<file path="config.mk">
export PLATFORM = sky130hd
export DESIGN_NAME = pwm_capture
export DESIGN_NICKNAME = d
export VERILOG_FILES = /design/src/rtl/pwm_capture.sv
export SDC_FILE = /design/constraint.sdc
export NUM_CORES = 1
export LEC_CHECK = 0
export CAP_MARGIN = 40
export CELL_PAD_IN_SITES_DETAIL_PLACEMENT = 1
export CELL_PAD_IN_SITES_GLOBAL_PLACEMENT = 2
export CORE_ASPECT_RATIO = 2
export CORE_MARGIN = 2
export CORE_UTILIZATION = 35
export DETAILED_ROUTE_END_ITERATION = 10
export PLACE_DENSITY = 0.83
export SETUP_SLACK_MARGIN = 0.02
export SKIP_LAST_GASP = 1
export SLEW_MARGIN = 25
export SYNTH_ARGS = -nofsm -noshare
export SYNTH_HDL_FRONTEND = slang
export SYNTH_SLANG_ARGS = --single-unit
</file>
<file path="constraint.sdc">
create_clock -name clk -period 3.5 [get_ports clk]
set_input_delay 0.7 -clock clk [delete_from_list [all_inputs] [get_ports clk]]
set_output_delay 0.7 -clock clk [all_outputs]
set_load 0.02 [all_outputs]
</file>
<file path="src/rtl/pwm_capture.sv">
// PWM capture: measures high time and period of an asynchronous PWM input in clk cycles
// and flags an input that has stopped toggling (stuck high or stuck low).
module pwm_capture #(
   parameter int CNT_W   = 16,
   parameter int TIMEOUT = 1024
) (
   input  logic             clk,
   input  logic             rst,
   input  logic             pwm_i,
   output logic [CNT_W-1:0] high_cnt,
   output logic [CNT_W-1:0] period_cnt,
   output logic             meas_valid,
   output logic             stuck_hi,
   output logic             stuck_lo
);

   typedef enum logic [1:0] {
      ST_SYNC = 2'd0,
      ST_HIGH = 2'd1,
      ST_LOW  = 2'd2
   } state_t;

   localparam logic [CNT_W-1:0] CNT_ZERO  = {CNT_W{1'b0}};
   localparam logic [CNT_W-1:0] CNT_ONE   = {{(CNT_W-1){1'b0}}, 1'b1};
   localparam logic [CNT_W-1:0] IDLE_MAX  = CNT_W'(TIMEOUT);
   localparam logic [CNT_W-1:0] IDLE_LAST = CNT_W'(TIMEOUT - 1);

   logic             s1_r, s2_r, s2_d_r;
   logic             rise_s, fall_s, timeout_s;
   state_t           state_r, state_nxt_s;
   logic [CNT_W-1:0] cnt_r, cnt_nxt_s;
   logic [CNT_W-1:0] hi_tmp_r, hi_tmp_nxt_s;
   logic [CNT_W-1:0] idle_cnt_r, idle_nxt_s;
   logic [CNT_W-1:0] high_nxt_s, period_nxt_s;
   logic             valid_nxt_s, stuck_hi_nxt_s, stuck_lo_nxt_s;

   // Two-flop synchronizer plus one delay stage for edge detection
   always_ff @(posedge clk) begin
      if (rst) begin
         s1_r   <= 1'b0;
         s2_r   <= 1'b0;
         s2_d_r <= 1'b0;
      end else begin
         s1_r   <= pwm_i;
         s2_r   <= s1_r;
         s2_d_r <= s2_r;
      end
   end

   // Edge detection and idle counter; the timeout fires only on the step to saturation
   always_comb begin
      rise_s     = s2_r & ~s2_d_r;
      fall_s     = ~s2_r & s2_d_r;
      timeout_s  = 1'b0;
      idle_nxt_s = idle_cnt_r;
      if (rise_s | fall_s) begin
         idle_nxt_s = CNT_ZERO;
      end else if (idle_cnt_r == IDLE_MAX) begin
         idle_nxt_s = idle_cnt_r;
      end else begin
         idle_nxt_s = idle_cnt_r + CNT_ONE;
         timeout_s  = (idle_cnt_r == IDLE_LAST);
      end
   end

   // Next-state and measurement update logic
   always_comb begin
      state_nxt_s    = state_r;
      cnt_nxt_s      = cnt_r;
      hi_tmp_nxt_s   = hi_tmp_r;
      high_nxt_s     = high_cnt;
      period_nxt_s   = period_cnt;
      valid_nxt_s    = 1'b0;
      stuck_hi_nxt_s = stuck_hi;
      stuck_lo_nxt_s = stuck_lo;
      if (timeout_s) begin
         state_nxt_s    = ST_SYNC;
         stuck_hi_nxt_s = s2_r;
         stuck_lo_nxt_s = ~s2_r;
      end else begin
         case (state_r)
            ST_SYNC: begin
               if (rise_s) begin
                  state_nxt_s = ST_HIGH;
                  cnt_nxt_s   = CNT_ONE;
               end else begin
                  cnt_nxt_s   = cnt_r;
               end
            end
            ST_HIGH: begin
               cnt_nxt_s = cnt_r + CNT_ONE;
               if (fall_s) begin
                  state_nxt_s  = ST_LOW;
                  hi_tmp_nxt_s = cnt_r;
               end else begin
                  state_nxt_s  = ST_HIGH;
               end
            end
            ST_LOW: begin
               if (rise_s) begin
                  state_nxt_s    = ST_HIGH;
                  cnt_nxt_s      = CNT_ONE;
                  period_nxt_s   = cnt_r;
                  high_nxt_s     = hi_tmp_r;
                  valid_nxt_s    = 1'b1;
                  stuck_hi_nxt_s = 1'b0;
                  stuck_lo_nxt_s = 1'b0;
               end else begin
                  cnt_nxt_s      = cnt_r + CNT_ONE;
               end
            end
            default: begin
               state_nxt_s = ST_SYNC;
               cnt_nxt_s   = CNT_ZERO;
            end
         endcase
      end
   end

   // State, counters and registered outputs
   always_ff @(posedge clk) begin
      if (rst) begin
         state_r    <= ST_SYNC;
         cnt_r      <= CNT_ZERO;
         hi_tmp_r   <= CNT_ZERO;
         idle_cnt_r <= CNT_ZERO;
         high_cnt   <= CNT_ZERO;
         period_cnt <= CNT_ZERO;
         meas_valid <= 1'b0;
         stuck_hi   <= 1'b0;
         stuck_lo   <= 1'b0;
      end else begin
         state_r    <= state_nxt_s;
         cnt_r      <= cnt_nxt_s;
         hi_tmp_r   <= hi_tmp_nxt_s;
         idle_cnt_r <= idle_nxt_s;
         high_cnt   <= high_nxt_s;
         period_cnt <= period_nxt_s;
         meas_valid <= valid_nxt_s;
         stuck_hi   <= stuck_hi_nxt_s;
         stuck_lo   <= stuck_lo_nxt_s;
      end
   end

endmodule
</file>
* Word level (Yosys, flattened, before mapping)
Index checks and enable logic that the tools add are counted.
Cells by class: eq/ne operators 6, mux-type cells 13, $add $sub $neg 2, reduce and logical (&&, ||, !) cells 11, bitwise logic cells 7
Operator list (number):
- 16-bit one-hot mux with 3 select lines | 1
- 16-bit by 1-bit adder with 16-bit output (second input constant) | 2
- 16-bit 2-to-1 mux | 2
- 16-bit by 10-bit == test with 1-bit output (second input constant) | 1
- 16-bit by 11-bit == test with 1-bit output (second input constant) | 1
- 1-bit 2-to-1 mux | 7
- 3-bit AND reduction | 2
- 2-bit OR reduction | 3
- 2-bit 2-to-1 mux | 2
- 1-bit inverter | 4
- 2-bit one-hot mux with 2 select lines | 1
- 2-bit AND reduction | 2
- 2-bit nonzero test | 2
- 3-bit OR reduction | 1
- 1-bit AND | 2
- 2-bit by 1-bit == test with 1-bit output (second input constant) | 1
- 2-bit == test (second input constant) | 1
- 2-bit logical NOT | 1
- 2-bit by 1-bit != test with 1-bit output (second input constant) | 1
- 2-bit != test (second input constant) | 1
- 1-bit OR | 1
Word-level totals: input port bits 3, bits in registers 88, output and inout bits 35, word-level logic and storage cells 51

* Depth between registers and ports, before layout
depth in word-level cells 6, mapped depth 7, depth with buffers taken out 7

* Worst setup path before layout
Ideal clock, no wire load.
path kind reg-to-reg, start point reg idle_cnt_r[11], end point reg cnt_r[10], library setup time 0.120 ns, buffers on the path 1, arrival time 1.776 ns, required time 3.380 ns, cell stages (with the launch flop) 7, clock period less this slack 1.896 ns, setup slack 1.604 ns, cell sequence dfxtp_1 > or4_4 > nor4b_4 > and2_4 > buf_6 > nor4_1 > a211o_1
Between the ends: longest elaborated chain between the ends 5, elaborated cells between the ends (all ways) 6, those cells by class 2 x eq/ne; 2 x mux; 1 x bitwise; 1 x reduce/logical
RTL lines:
- start, declared | line 33 | logic [CNT_W-1:0] idle_cnt_r, idle_nxt_s;
- start signal, assigned | line 136 | idle_cnt_r <= idle_nxt_s;
- 16-bit by 10-bit == test with 1-bit output or 16-bit by 11-bit == test with 1-bit output (tied branches) | line 62, 58
- 1-bit 2-to-1 mux * | line 58 | end else if (idle_cnt_r == IDLE_MAX) begin
- 1-bit 2-to-1 mux * | line 56 | if (rise_s | fall_s) begin
- 1-bit inverter (no line) *
- 2-bit AND reduction (no line) *
- end signal, assigned | line 134 | cnt_r <= cnt_nxt_s;
- end, declared | line 31 | logic [CNT_W-1:0] cnt_r, cnt_nxt_s;
Mark *: on every way between the ends. The rest lies on a longest branch, timed or not. A chain may end at the register's enable or synchronous reset.

* Final worst setup path
start point reg idle_cnt_r[11], end point reg cnt_r[13]
Same word-level chain as after synthesis.

==> qor.csv <==
metric;value;unit
yosys_warnings;0;
syn_area_per_cell;8.09;um2
reg2regPathDepth;5;
timing.rr.start;idle_cnt_r[11];
finalHoldViolations;0;
crit_chain;or4_4, nor4b_4, nand2_1, a221oi_1, nor2_1;
hpwlAfterDp;6610;um
synth_top_area_share;0.486;
nets;483;
hold_start;s1_r;
synthArstFlopShare;0;
p_switching;0.435;mW
htreeDepth;3;
powerDensity;463;nW/um2
dieWidth;75.9;um
synth_top_cell_by_area;dfxtp_1;
post_cts_buffers;0;
power;2.03;mW
critical_path.max_stage_delay;570;ps
path_max_fanout;8;
intPower;1.60;mW
yosys.area_share.adder;0.0207;
worst-path-buf-inv;0;
grt_util_all_layers;0.171;
clk_pin_slew;60;ps
hold_depth;1;
cts_made_buffers;9;
io_buffers;37;
clock-root-buffer;clkbuf_16;
leakage;1.50;nW
final_common_cell;nand2_1;
crit_type;reg -> reg;
clkLatencyLatePin;340;ps
grt_pass1_wl;15400;um
core.rowCount;52;
grt_pass1_vias;3163;
coreArea;10100;um2
worst_pin_slew;672;ps
utilization;0.435;
diodes;0;
synthTopCellsByArea;dfxtp_1 49%, nand2_1 12%, a21oi_1 7.7%;
cts_resized;0;
antenna_found_initial;0;
ir_worst_vdd;0.358;mV
maxCapViolCount;0;
start_util;0.359;
hold_class;reg -> reg;
ys_seq_area_frac;0.486;
min_period_over_period;0.600;
pwr-share-comb;0.030;
synth_compound_area_frac;0.130;
synth_edf_count;0;
drtPass1Iterations;4;
syn_inst;448;
drc;0;
synth_xor_area_frac;0.0290;
synthSimpleGateAreaFrac;0.295;
outcome;completed;
ys_ff_latch;88;
ant_nets;0;
setup_viol;0;
grt.overflow.total;0;
swShare;0.214;
critical_path.top_delay_family;simple AND/OR/NAND/NOR gates;
slew_headroom;0.548;
vias;3100;
place_congestion;0.789;
drive_gt1_frac;0.0585;
cts_buffer_depth;2;
ys.flop_type;dfxtp_1;
area_growth;21.1;%
post_synth_mux_area_share;0.00276;
cts_hold_buffers;0;
worstSetupEndpointType;flop;
synth_top_family_by_area;simple AND/OR/NAND/NOR gates;
wire_per_inst;14.9;um
period_needed;2100;ps
synth_cell_type_count;45;
worstSetupStartpointType;flop;
wl;9120;um
crit_required;3720;ps
via_per_inst;5.05;
slowest_stage;or4_4;
num_io_pins;38;
syn-num-nets;457;
maxSlewViolCount;0;
die_area;11200;um2
skew;5.51;ps
dieHeight;148;um
cts_tree;yes;
fin_setup_tns;0;ps
rsz0062_at_grt;no;
crit_start;idle_cnt_r[11];
drt_iter0_markers;127;
synthesis.area;3620;um2
final_cell_mix;118 x nand2_1, 88 x dfxtp_1, 56 x a21oi_1;
cts.sink_count;88;
seqPwrFrac;0.499;
cp_data_arrival_time;2320;ps
crit_cells;5;
fmax;476;MHz
clkPwrFrac;0.470;
grt_max_degree;33;
state kept, by name, indices dropped and copies added (netlist names):
register,flops
s2_d_r,1
s1_r,1
high_cnt,16
stuck_hi,1
state_r,2
cnt_r,16
period_cnt,16
meas_valid,1
idle_cnt_r,16
s2_r,1
hi_tmp_r,16
stuck_lo,1
power groups by stage:
stage                     Combinational [mW]  Sequential, mW  Clock, mW
final                                 0.0614            1.02      0.956
after global placement                0.0603            1.04          0
after global routing                  0.0703            1.02       1.03
after floorplan                       0.0456            1.04          0
after detailed placement              0.0627            1.04          0
after CTS                             0.0630            1.02      0.989
logic make-up (layout without fill, tap and decap cells):
family                   count (synthesis)  in the layout
AO/OA/AOI/OAI                           83             83
XOR/XNOR                                12             12
adder cells (fa/ha/maj)                  6              6
buffers and inverters                   32             63
flip-flops                              88             88
multiplexers                             1              1
AND/OR/NAND/NOR                        226            226
per-stage QoR:
stage / setup slack (ps) / std cells / cell area, um2 / hold WS [ps]
2_1_floorplan: 1600 / 448 / 3620 / 414
3_3_place_gp: 1400 / 597 / 4070 / 432
3_5_place_dp: 1360 / 598 / 4090 / 430
4_1_cts: 1380 / 614 / 4390 / 449
5_1_grt: 1210 / 614 / 4390 / 461
6_report: 1400 / 614 / 4390 / 442
synth_stat cells, drive strengths merged (2+ instances only):
cell type  instances
a221oi             2
and2               3
a21oi             56
nand3             19
nand2b             6
nor3               6
nand4              4
and3              10
o21ai              7
or3                4
a211o              4
nor4               8
clkbuf            22
buf                5
xnor2              5
nor2              29
nand3b             2
dfxtp             88
or4                5
nor4b              3
a31oi              6
inv                5
ha                 6
nor2b              6
xor2               7
nand2            118
layout make-up:
type,count,area [um2]
multi-input combinational,328,1730
timing repair buffer,42,410
tap,135,169
clock buffer,11,243
fill,1236,5700
sequential,88,1760
clock inverter,5,56.3
inverter,5,18.8
final timing paths:
check | end | slack [ps]
worst min register to register | s2_r | 440
worst max register to register | cnt_r[13] | 1400
worst max-delay path | cnt_r[13] | 1400
worst min-delay path | s2_r | 440
layer usage:
metal	track usage	part of all wire	vias up
met5	0	0	-
met4	0.0782	0.017	0
met3	0.0250	0.022	11
met2	0.328	0.56	37
met1	0.180	0.40	1472
li1	-	-	1580
Note: power is estimated with default switching activity, not from simulation.
